File: config.mk
export PLATFORM = sky130hd
export DESIGN_NAME = spm_seq_ctrl
export DESIGN_NICKNAME = d
export VERILOG_FILES = /design/src/rtl/spm_pkg.sv /design/src/rtl/spm_shift_counter.sv /design/src/rtl/spm_seq_ctrl.sv
export SDC_FILE = /design/constraint.sdc
export NUM_CORES = 1
export LEC_CHECK = 0
export CAP_MARGIN = 10
export CORE_MARGIN = 2
export CORE_UTILIZATION = 52
export DETAILED_ROUTE_END_ITERATION = 12
export GPL_ROUTABILITY_DRIVEN = 0
export GPL_TIMING_DRIVEN = 0
export PLACE_DENSITY = 0.82
export SYNTH_ARGS = -nofsm -noshare
export SYNTH_HDL_FRONTEND = slang
export SYNTH_SLANG_ARGS = --single-unit
export TNS_END_PERCENT = 5
File: constraint.sdc
create_clock -name clk -period 4.8 [get_ports clk]
set_clock_uncertainty 0.2 [all_clocks]
set_input_delay 1.2 -clock clk [delete_from_list [all_inputs] [get_ports clk]]
set_output_delay 1.2 -clock clk [all_outputs]
set_load 0.05 [all_outputs]
File: src/rtl/spm_pkg.sv
// Shared state encoding and operand-length clamp for the SPM sequencing controller.
package spm_pkg;

    typedef enum logic [1:0] {
        S_IDLE = 2'd0,
        S_LOAD = 2'd1,
        S_MUL  = 2'd2,
        S_DONE = 2'd3
    } spm_state_e;

    // A zero or oversized length selects the full operand width.
    function automatic int unsigned spm_clamp_len(input int unsigned len, input int unsigned width);
        return ((len == 0) || (len > width)) ? width : len;
    endfunction

endpackage

File: src/rtl/spm_shift_counter.sv
// Shift-cycle up-counter with synchronous clear/enable and terminal compare at 2*len-1.
module spm_shift_counter #(
    parameter int unsigned LEN_W = 6,
    parameter int unsigned CNT_W = 6
) (
    input  logic             clk,
    input  logic             rst,
    input  logic             i_clr,
    input  logic             i_en,
    input  logic [LEN_W-1:0] i_len,
    output logic [CNT_W-1:0] o_count,
    output logic             o_tc
);

    logic [CNT_W-1:0] r_count;
    logic [LEN_W:0]   w_last_full;
    logic [CNT_W-1:0] w_last;

    // len >= 1 always, so 2*len-1 never underflows and fits in CNT_W bits.
    assign w_last_full = {i_len, 1'b0} - (LEN_W+1)'(1);
    assign w_last      = CNT_W'(w_last_full);
    assign o_tc        = (r_count == w_last);
    assign o_count     = r_count;

    always_ff @(posedge clk or posedge rst) begin
        if (rst) begin
            r_count <= '0;
        end else if (i_clr) begin
            r_count <= '0;
        end else if (i_en) begin
            r_count <= r_count + CNT_W'(1);
        end
    end

endmodule

File: src/rtl/spm_seq_ctrl.sv
// Sequencing controller for the serial-parallel multiplier: command accept, 2*Leff
// shift cycles, product capture and result handshake, with synchronous abort.
module spm_seq_ctrl
    import spm_pkg::*;
#(
    parameter int unsigned WIDTH = 32,
    parameter int unsigned LEN_W = $clog2(WIDTH + 1),
    parameter int unsigned CNT_W = $clog2(2 * WIDTH)
) (
    input  logic             clk,
    input  logic             rst,
    input  logic             in_valid,
    output logic             in_ready,
    input  logic [LEN_W-1:0] op_len,
    input  logic             abort,
    output logic             ld,
    output logic             clr,
    output logic             shift,
    output logic             cap,
    output logic [CNT_W-1:0] bit_idx,
    output logic             busy,
    output logic             out_valid,
    input  logic             out_ready
);

    spm_state_e       r_state;
    spm_state_e       w_next;
    logic [LEN_W-1:0] r_leff;
    logic [CNT_W-1:0] w_cnt;
    logic             w_tc;
    logic             w_accept;
    logic             w_cnt_clr;
    logic             w_cnt_en;

    assign w_accept  = (r_state == S_IDLE) && in_valid && !abort;
    assign w_cnt_clr = (r_state == S_LOAD);
    // Holding at the terminal value keeps the counter from ever wrapping.
    assign w_cnt_en  = (r_state == S_MUL) && !w_tc && !abort;

    always_ff @(posedge clk or posedge rst) begin
        if (rst) begin
            r_state <= S_IDLE;
        end else begin
            r_state <= w_next;
        end
    end

    always_ff @(posedge clk or posedge rst) begin
        if (rst) begin
            r_leff <= LEN_W'(WIDTH);
        end else if (w_accept) begin
            r_leff <= LEN_W'(spm_clamp_len(32'(op_len), WIDTH));
        end
    end

    spm_shift_counter #(
        .LEN_W (LEN_W),
        .CNT_W (CNT_W)
    ) u_cnt (
        .clk     (clk),
        .rst     (rst),
        .i_clr   (w_cnt_clr),
        .i_en    (w_cnt_en),
        .i_len   (r_leff),
        .o_count (w_cnt),
        .o_tc    (w_tc)
    );

    always_comb begin
        w_next = r_state;
        unique case (r_state)
            S_IDLE: if (w_accept) w_next = S_LOAD;
            S_LOAD: w_next = abort ? S_IDLE : S_MUL;
            S_MUL:  begin
                if (abort)     w_next = S_IDLE;
                else if (w_tc) w_next = S_DONE;
            end
            S_DONE: if (abort || out_ready) w_next = S_IDLE;
            default: w_next = S_IDLE;
        endcase
    end

    always_comb begin
        in_ready  = (r_state == S_IDLE) && !abort;
        ld        = (r_state == S_LOAD) && !abort;
        clr       = (r_state == S_LOAD) && !abort;
        shift     = (r_state == S_MUL) && !abort;
        cap       = (r_state == S_MUL) && w_tc && !abort;
        out_valid = (r_state == S_DONE) && !abort;
        busy      = (r_state == S_LOAD) || (r_state == S_MUL);
        bit_idx   = (r_state == S_MUL) ? w_cnt : '0;
    end

endmodule

==> out/results.ini <==
[status]
outcome=complete, no violations

[grt]
grt_start_max_net_pins=14
grt_overflow_total=0
antenna_found_initial=0
grt_pass1_vias=823
grtUsageTotal_pct=20.8
grt_pass1_wl_um=3460

[sta]
final.setup.tns_ns=0
setup_viol=0
rsz0062_at_grt=false
slew_headroom_pct=66.3
max_freq_mhz=225
fin_crit_sh_pct=92.6
worstMarginPinSlew_ns=0.503
period_minus_slack_ns=4.44
drv_slew=0
hold_violations=0

[clock_network]
cts_tree=yes
post_cts.repair.setup_buffers=0
post_cts_resized=0
htreeDepth=1
cts.sinks=13
cts.clk_slew.worst_paths_ns=0.09
cts_hold_buf=0
clockRootBuffer=clkbuf_4
cts_buffer_depth=2
insertion_delay_ns=0.28
numCtsBuffers=3

[critical_path]
worst-r2r-setup-slack_ns=2.46
worstReg2RegStart=r_leff[0]
rr_worst_depth=7
reg2reg_to=r_state[1]
path_class=in2out
arrival_ns=3.04
cp_max_fo=7
critPathLaunchType=input port
required_ns=3.40
end_kind=output pin

[placed_design]
port_buffers=23
place_hpwl_um=1650
place_area_sq_um=1280

[floorplanning]
rows=15
die_area_sq_um=2320
coreArea_sq_um=1780
die_w_um=48.2
die_y_um=48.2
start_util_pct=56.9
io_pins=24

[logic_synthesis]
ys_warn_count=0
synthArstFlopShare_pct=100
synth_area_leaders=dfrtp_1 32%, ha_1 8.6%, nand2b_1 6.8%
synth_area_per_cell_sq_um=9.31
yosysTopAreaCellShare_pct=32.1
netlist_area_sq_um=1010
synth_seq_cells=13
synthesis.nets=127
synthFlopType=dfrtp_1
yosys.area.top_type=dfrtp_1
synth_edf_count=0
synth.distinct_cells=36
syn_inst=109
synth-seq-area-share_pct=32.1

[routing]
wl_per_cell_um=12.4
wirelength_um=2000
ant_nets=0
drcViolationCount=0
via_per_inst=5.12
drt_iter0_markers=8
vias=825
dr.pass1.iters=4

[finish]
areaGrowthSynthToFinish_pct=28.4
layout-drive-gt1-share_pct=10.3
num_antenna_cells=0
final_core_util_pct=73.1
final_cell_area_sq_um=1300
nNetsFinal=155

[power]
powerDensity_nw_per_um2=467
swShare_pct=45.7
comb_power_share_pct=59.7
peakVddDrop_v=0.000400
pwr-share-seq_pct=28.7
p_sw_mw=0.278
p_int_mw=0.330
clkPwrFrac_pct=11.6
p_leak_nw=0.570

[run]
cap_violations=0

[worst_hold_path]
hp-class=reg2reg
hold-path-cell-count=2
min_from=r_leff[1]
holdPathEnd=r_leff[1]

[cell type report]
type	instances	area [sq um]
Multi-Input combinational cell	86	648
Fill cell	134	480
Sequential cell	13	325
Timing Repair Buffer	23	230
Tap cell	25	31.3
Inverter	8	30.0
Clock buffer	4	26.3
Buffer	2	11.3
[layout by cell type, fill, tap and decap left out, types with 3 or more instances in the layout]
cell type	n
clkdlybuf4s50_1	23
dfrtp_1	13
nand2b_1	11
nand2_1	8
nor2b_1	7
inv_1	7
ha_1	7
nor2_1	6
o21ai_0	6
and2_1	6
nand3_1	4
a21oi_1	3
mux2_1	3
clkbuf_4	3
[worst max-delay path by stage]
stage                      from   to  slack (ns)  cells after the start
after floorplan           abort   ld        1.10                      2
after global placement    abort  cap        0.35                      5
after detailed placement  abort  cap        0.35                      5
after CTS                 abort  cap        0.35                      5
after global routing      abort  cap        0.25                      5
final                     abort  cap        0.36                      5
[critical path, cell delays in order]
cell and delay (ns):
clkdlybuf4s50_1 0.55, nand2b_1 0.18, clkinv_1 0.20, and3_1 0.21
clkdlybuf4s50_1 0.69
[cells in the mapped netlist, types with 2 or more instances]
cell,n
dfrtp_1,13
ha_1,7
nand2_1,8
nor2_1,6
inv_1,7
mux2_4,2
nand2b_1,11
xnor2_1,2
nand3_1,4
a21oi_1,3
mux2_1,3
nor3_1,2
and2_1,6
xor2_1,2
nor2b_1,7
o21ai_0,6
[metrics by stage]
stage | total power, mW | hold slack [ns] | worst slack (ns) | std cells
after global routing | 0.657 | 0.375 | 0.248 | 161
after detailed placement | 0.542 | 0.304 | 0.350 | 157
after floorplan | 0.456 | 0.273 | 1.10 | 109
after CTS | 0.611 | 0.323 | 0.352 | 161
after global placement | 0.525 | 0.291 | 0.354 | 157
final | 0.608 | 0.324 | 0.356 | 161
[state kept, by name, summed over array words and instances, names as in the netlist]
signal / count
r_leff: 5
r_state: 2
u_cnt.o_count: 6
[cells by family after synthesis]
group | Yosys count | share of synthesized area, %
mux | 6 | 7.27
xor+xnor | 5 | 5.06
fa+ha+maj | 7 | 8.63
compound gates | 19 | 14.6
simple gates | 49 | 28.4
flops | 13 | 32.1
buf+inv | 10 | 4.07
[per-layer routing]
metal | routed length [um] | up-vias | GRT usage, %
li1 | - | 423 | -
met1 | 915 | 377 | 26.2
met2 | 1010 | 23 | 36.1
met3 | 60 | 2 | 3.33
met4 | 11 | 0 | 6.49
met5 | 0 | - | 0
[power by group through the flow]
stage                     logic [mW]  registers (mW)  clock network [mW]
after floorplan                0.288           0.168                   0
after global placement         0.351           0.174                   0
after detailed placement       0.365           0.177                   0
after CTS                      0.367           0.174              0.0700
after global routing           0.399           0.180              0.0779
final                          0.363           0.175              0.0704
(Power assumes the default switching activity.)
